File: src/rtl/clk_div_monitor.sv
// rtl/clk_div_monitor.sv - divided-clock period/high-phase checker with lock and timeout
module clk_div_monitor #(
  parameter int RATIO_WIDTH = 8,
  parameter int CNT_WIDTH   = 10,
  parameter int LOCK_COUNT  = 4
) (
  input  logic                   i_clk,
  input  logic                   i_rst,
  input  logic                   i_en,
  input  logic [RATIO_WIDTH-1:0] i_div_ratio,
  input  logic                   i_div_clk,
  output logic [CNT_WIDTH-1:0]   o_period,
  output logic [CNT_WIDTH-1:0]   o_high,
  output logic                   o_valid,
  output logic                   o_err,
  output logic                   o_timeout,
  output logic                   o_locked
);

  localparam int GW = $clog2(LOCK_COUNT + 1);

  typedef enum logic [1:0] {S_IDLE, S_ALIGN, S_MEASURE} state_t;

  state_t                 state;
  logic                   d1, d2;
  logic [RATIO_WIDTH-1:0] r_ratio;
  logic [CNT_WIDTH-1:0]   per_cnt, hi_cnt;
  logic [GW-1:0]          good_cnt;

  logic                 rise, abort, start_ok, per_ok, hi_ok, timed_out;
  logic [CNT_WIDTH-1:0] r_ext, half_lo, half_hi, limit, per_inc, hi_inc;
  logic [GW-1:0]        good_nxt;

  assign rise      = d1 & ~d2;
  assign abort     = (i_div_ratio != r_ratio) | ~i_en;
  assign start_ok  = i_div_ratio >= RATIO_WIDTH'(2);
  assign r_ext     = CNT_WIDTH'(r_ratio);
  assign half_lo   = r_ext >> 1;
  assign half_hi   = (r_ext + CNT_WIDTH'(1)) >> 1;
  assign limit     = (r_ext << 1) + CNT_WIDTH'(2);
  assign per_ok    = per_cnt == r_ext;
  assign hi_ok     = (hi_cnt == half_lo) || (hi_cnt == half_hi);
  assign timed_out = per_cnt >= limit;
  assign per_inc   = (&per_cnt) ? per_cnt : per_cnt + CNT_WIDTH'(1);
  assign hi_inc    = (d1 && !(&hi_cnt)) ? hi_cnt + CNT_WIDTH'(1) : hi_cnt;
  assign good_nxt  = (good_cnt == GW'(LOCK_COUNT)) ? good_cnt : good_cnt + GW'(1);

  always_ff @(posedge i_clk or posedge i_rst) begin
    if (i_rst) begin
      state     <= S_IDLE;
      d1        <= 1'b0;
      d2        <= 1'b0;
      r_ratio   <= '0;
      per_cnt   <= '0;
      hi_cnt    <= '0;
      good_cnt  <= '0;
      o_period  <= '0;
      o_high    <= '0;
      o_valid   <= 1'b0;
      o_err     <= 1'b0;
      o_timeout <= 1'b0;
      o_locked  <= 1'b0;
    end else begin
      d1      <= i_div_clk;
      d2      <= d1;
      r_ratio <= i_div_ratio;
      o_valid <= 1'b0;
      // A new ratio or disable outranks any rise or timeout this cycle
      if (abort) begin
        state     <= S_IDLE;
        per_cnt   <= '0;
        hi_cnt    <= '0;
        good_cnt  <= '0;
        o_err     <= 1'b0;
        o_timeout <= 1'b0;
        o_locked  <= 1'b0;
      end else begin
        case (state)
          S_IDLE: begin
            per_cnt  <= '0;
            hi_cnt   <= '0;
            o_locked <= 1'b0;
            if (start_ok) state <= S_ALIGN;
          end
          S_ALIGN: begin
            if (rise) begin
              // The rise cycle is the first cycle of the first measured period
              per_cnt  <= CNT_WIDTH'(1);
              hi_cnt   <= CNT_WIDTH'(1);
              good_cnt <= '0;
              state    <= S_MEASURE;
            end else if (timed_out) begin
              o_timeout <= 1'b1;
              o_err     <= 1'b1;
              per_cnt   <= '0;
              hi_cnt    <= '0;
            end else begin
              per_cnt <= per_inc;
            end
          end
          S_MEASURE: begin
            if (rise) begin
              o_period <= per_cnt;
              o_high   <= hi_cnt;
              o_valid  <= 1'b1;
              per_cnt  <= CNT_WIDTH'(1);
              hi_cnt   <= CNT_WIDTH'(1);
              if (per_ok && hi_ok) begin
                good_cnt <= good_nxt;
                o_locked <= good_nxt == GW'(LOCK_COUNT);
              end else begin
                o_err    <= 1'b1;
                good_cnt <= '0;
                o_locked <= 1'b0;
              end
            end else if (timed_out) begin
              o_timeout <= 1'b1;
              o_err     <= 1'b1;
              per_cnt   <= '0;
              hi_cnt    <= '0;
              state     <= S_ALIGN;
            end else begin
              per_cnt <= per_inc;
              hi_cnt  <= hi_inc;
            end
          end
          default: state <= S_IDLE;
        endcase
      end
    end
  end

endmodule

File: config.mk
export PLATFORM = sky130hd
export DESIGN_NAME = clk_div_monitor
export DESIGN_NICKNAME = d
export VERILOG_FILES = /design/src/rtl/clk_div_monitor.sv
export SDC_FILE = /design/constraint.sdc
export NUM_CORES = 1
export LEC_CHECK = 0
export ABC_AREA = 1
export ABC_CLOCK_PERIOD_IN_PS = 8400
export CORE_UTILIZATION = 63
export CTS_CLUSTER_DIAMETER = 50
export DETAILED_ROUTE_END_ITERATION = 8
export PLACE_DENSITY = 0.85
export SYNTH_ARGS = -nofsm -noshare
export SYNTH_HDL_FRONTEND = slang
export SYNTH_SLANG_ARGS = --single-unit
File: constraint.sdc
create_clock -name i_clk -period 8.4 [get_ports i_clk]
set_input_delay 1.68 -clock i_clk [delete_from_list [all_inputs] [get_ports i_clk]]
set_output_delay 1.68 -clock i_clk [all_outputs]
set_load 0.05 [all_outputs]
==> flow_metrics.tcl <==
set metrics [dict create \
    status "complete, no violations" \
    num-fill-cells 452 \
    fmax_ghz 0.2653 \
    grt_antenna_before_repair 0 \
    initial_core_util_pct 65.90 \
    fp-row-count 28 \
    area_growth_pct 14.70 \
    holdPathStages 0 \
    reg2reg_depth 16 \
    synthCells 535 \
    cts.sinks 59 \
    post-cts-setup-buffers 0 \
    synth_cell_types 34 \
    pin_count 36 \
    antenna_cells 0 \
    die_h_um 80.93 \
    critPathTopFamily "simple AND/OR/NAND/NOR gates" \
    drtPass1Iterations 7 \
    ys_seq_elements 59 \
    fin_crit_sh_pct 44.88 \
    syn-num-nets 565 \
    syn_area_per_cell_um2 7.336 \
    hold_class "register to register" \
    portBuffers 35 \
    hold_buffers 0 \
    clk_path_buf_depth 2 \
    min_period_ns 3.770 \
    grt_use_total_pct 34.16 \
    grt_max_degree 60 \
    wl_per_cell_um 15.64 \
    route.detailed.drc 0 \
    gp_congestion 0.9289 \
    setup_viol 0 \
    antenna_left 0 \
    core_um2 5956 \
    critPathBufInv 1 \
    worstSetupStartpointType "register" \
    dieArea_um2 6550 \
    insertion_delay_ns 0.35 \
    leakagePower_nw 2.066 \
    slew_headroom_pct 36.04 \
    skew_ns 0.004784 \
    yosys_warnings 0 \
    setup_tns_ns 0 \
    fin_area_um2 4502 \
    hold_ws_ns 0.4108 \
    cp.depth 16 \
    drive_gt1_share_pct 9.315 \
    synth_area_um2 3925 \
    grt_pass1_wl_mm 16.84 \
    gr-total-overflow 0 \
    hold_viol 0 \
    htree_levels 3 \
    worst-setup-path-type "register to register" \
    rsz0062_at_grt "no" \
    wl_mm 10.07 \
    slew_viol_final 0 \
    worst_slew_pin_slew_ns 0.9558 \
    cts_tree "yes" \
    cp_slowest_cell "nand4_1" \
    powerDensity_nw_per_um2 140.7 \
    cts_resized 0 \
    grt_pass1_vias 3396 \
    viasPerCell 5.786 \
    critPathMaxFanout 16 \
    crit_chain "ha_1 > nand2_1 > nor2_1 > nand2_1 > nand2_1 > nand2_1 > ha_1 > a21oi_1 > o21a_1 > nand4_1 > a21oi_1 > nand3_4 > inv_1 > nor2_1 > nand2_1 > nand2_1" \
    crit_required_ns 8.63 \
    root_buffer "clkbuf_8" \
    multi_input_area_um2 2115 \
    seq_area_um2 1476 \
    ir_worst_vdd_mv 0.1264 \
    ys_seq_area_share_pct 37.62 \
    placed_cell_area_um2 4275 \
    numCtsBuffers 9 \
    maxCapViolations 0 \
    worst_ep_arrival_time_ns 4.00 \
    end_kind "register" \
    postLayoutCoreUtil_pct 75.59 \
    vias 3726 \
    crit_top_cell "nand2_1" \
    nets 594 \
    place_hpwl_mm 7.322 \
    drtIter0Drc 400 \
    slowest_delay_ns 0.65 \
    clkTransAtPathRegs_ns 0.07 \
    die_width_um 80.93 \
]
## layer usage
layer | global-route usage (%) | up-vias | wire length [µm]
met5 | 0 | - | 0
met4 | 13.39 | 0 | 278
met3 | 6.517 | 32 | 915
met2 | 53.61 | 221 | 4608
met1 | 46.46 | 1698 | 4268
li1 | - | 1775 | -
## power breakdown
group / switching, W / internal [W]
clock network: 0.000116 / 0.000182
registers: 0.00000522 / 0.000287
logic: 0.0000277 / 0.0000158
total: 0.000149 / 0.000484
## cell usage after synthesis (all sizes together)
cell / n / share of area [%]
nand2: 156 / 16
inv: 61 / 5.8
dfrtp: 59 / 38
nor2: 54 / 5.9
nand3: 41 / 5.7
o21ai: 40 / 6.0
nor3: 20 / 2.7
xor2: 20 / 4.5
ha: 18 / 5.7
nand4: 15 / 2.4
a21oi: 13 / 1.9
clkbuf: 10 / 0.96
buf: 8 / 1.6
o22ai: 5 / 0.80
or2: 5 / 0.80
xnor2: 4 / 0.89
nor4: 2 / 0.32
and3: 1 / 0.16
clkinv: 1 / 0.096
nand3b: 1 / 0.19
o21a: 1 / 0.19
## cell type report
class / instances / share of cell area (%)
Multi-Input combinational cell: 396 / 46.97
Clock inverter: 5 / 1.668
Timing Repair Buffer: 36 / 7.949
Tap cell: 75 / 2.084
Clock buffer: 11 / 3.363
Sequential cell: 59 / 32.80
Inverter: 62 / 5.170
## flip-flops by register name, summed over array words and instances (netlist names), 2 cells and up
name,cells
good_cnt,3
hi_cnt,10
o_high,10
o_period,10
per_cnt,10
r_ratio,8
state,2
## cells by family after synthesis
family | synth area share [%]
xor gates and xnor gates | 5.355
DFF | 37.62
AOI/OAI and AO/OA | 8.894
buffers and inverters | 8.511
and+or+nand+nor | 33.89
adders and majority gates | 5.738
## cells in the final DEF, fill, tap and decap left out, drive strengths merged
cell type and n:
nor4 2, or2 5, o22ai 5, inv 61, a21oi 13, clkbuf 11, bufinv 2, nor3 20
xor2 20, o21a 1, nand4 15, xnor2 4, clkinv 4, dfrtp 59, and3 1, nor2 54
clkdlybuf4s50 35, nand3 41, buf 1, ha 18, nand2 156, nand3b 1, o21ai 40
## final timing paths
check / start / end / slack (ns)
worst max-delay path: r_ratio[1] / hi_cnt[0] / 4.63
worst min register to register: d1 / d2 / 0.41
worst max register to register: r_ratio[1] / hi_cnt[0] / 4.63
worst min-delay path: d1 / d2 / 0.41
min in group asynchronous: i_rst / o_period[3] / 1.86
max in group asynchronous: i_rst / hi_cnt[6] / 6.07
## per-stage QoR
step | std cells | power [W] | setup WS [ns]
3_5_place_dp | 628 | 0.0003407 | 4.525
2_1_floorplan | 535 | 0.0003257 | 5.264
3_3_place_gp | 628 | 0.0003395 | 4.657
5_1_grt | 644 | 0.0006538 | 4.275
4_1_cts | 644 | 0.0006349 | 4.714
6_report | 644 | 0.0006334 | 4.630
Power figures use the tool's default switching activity.
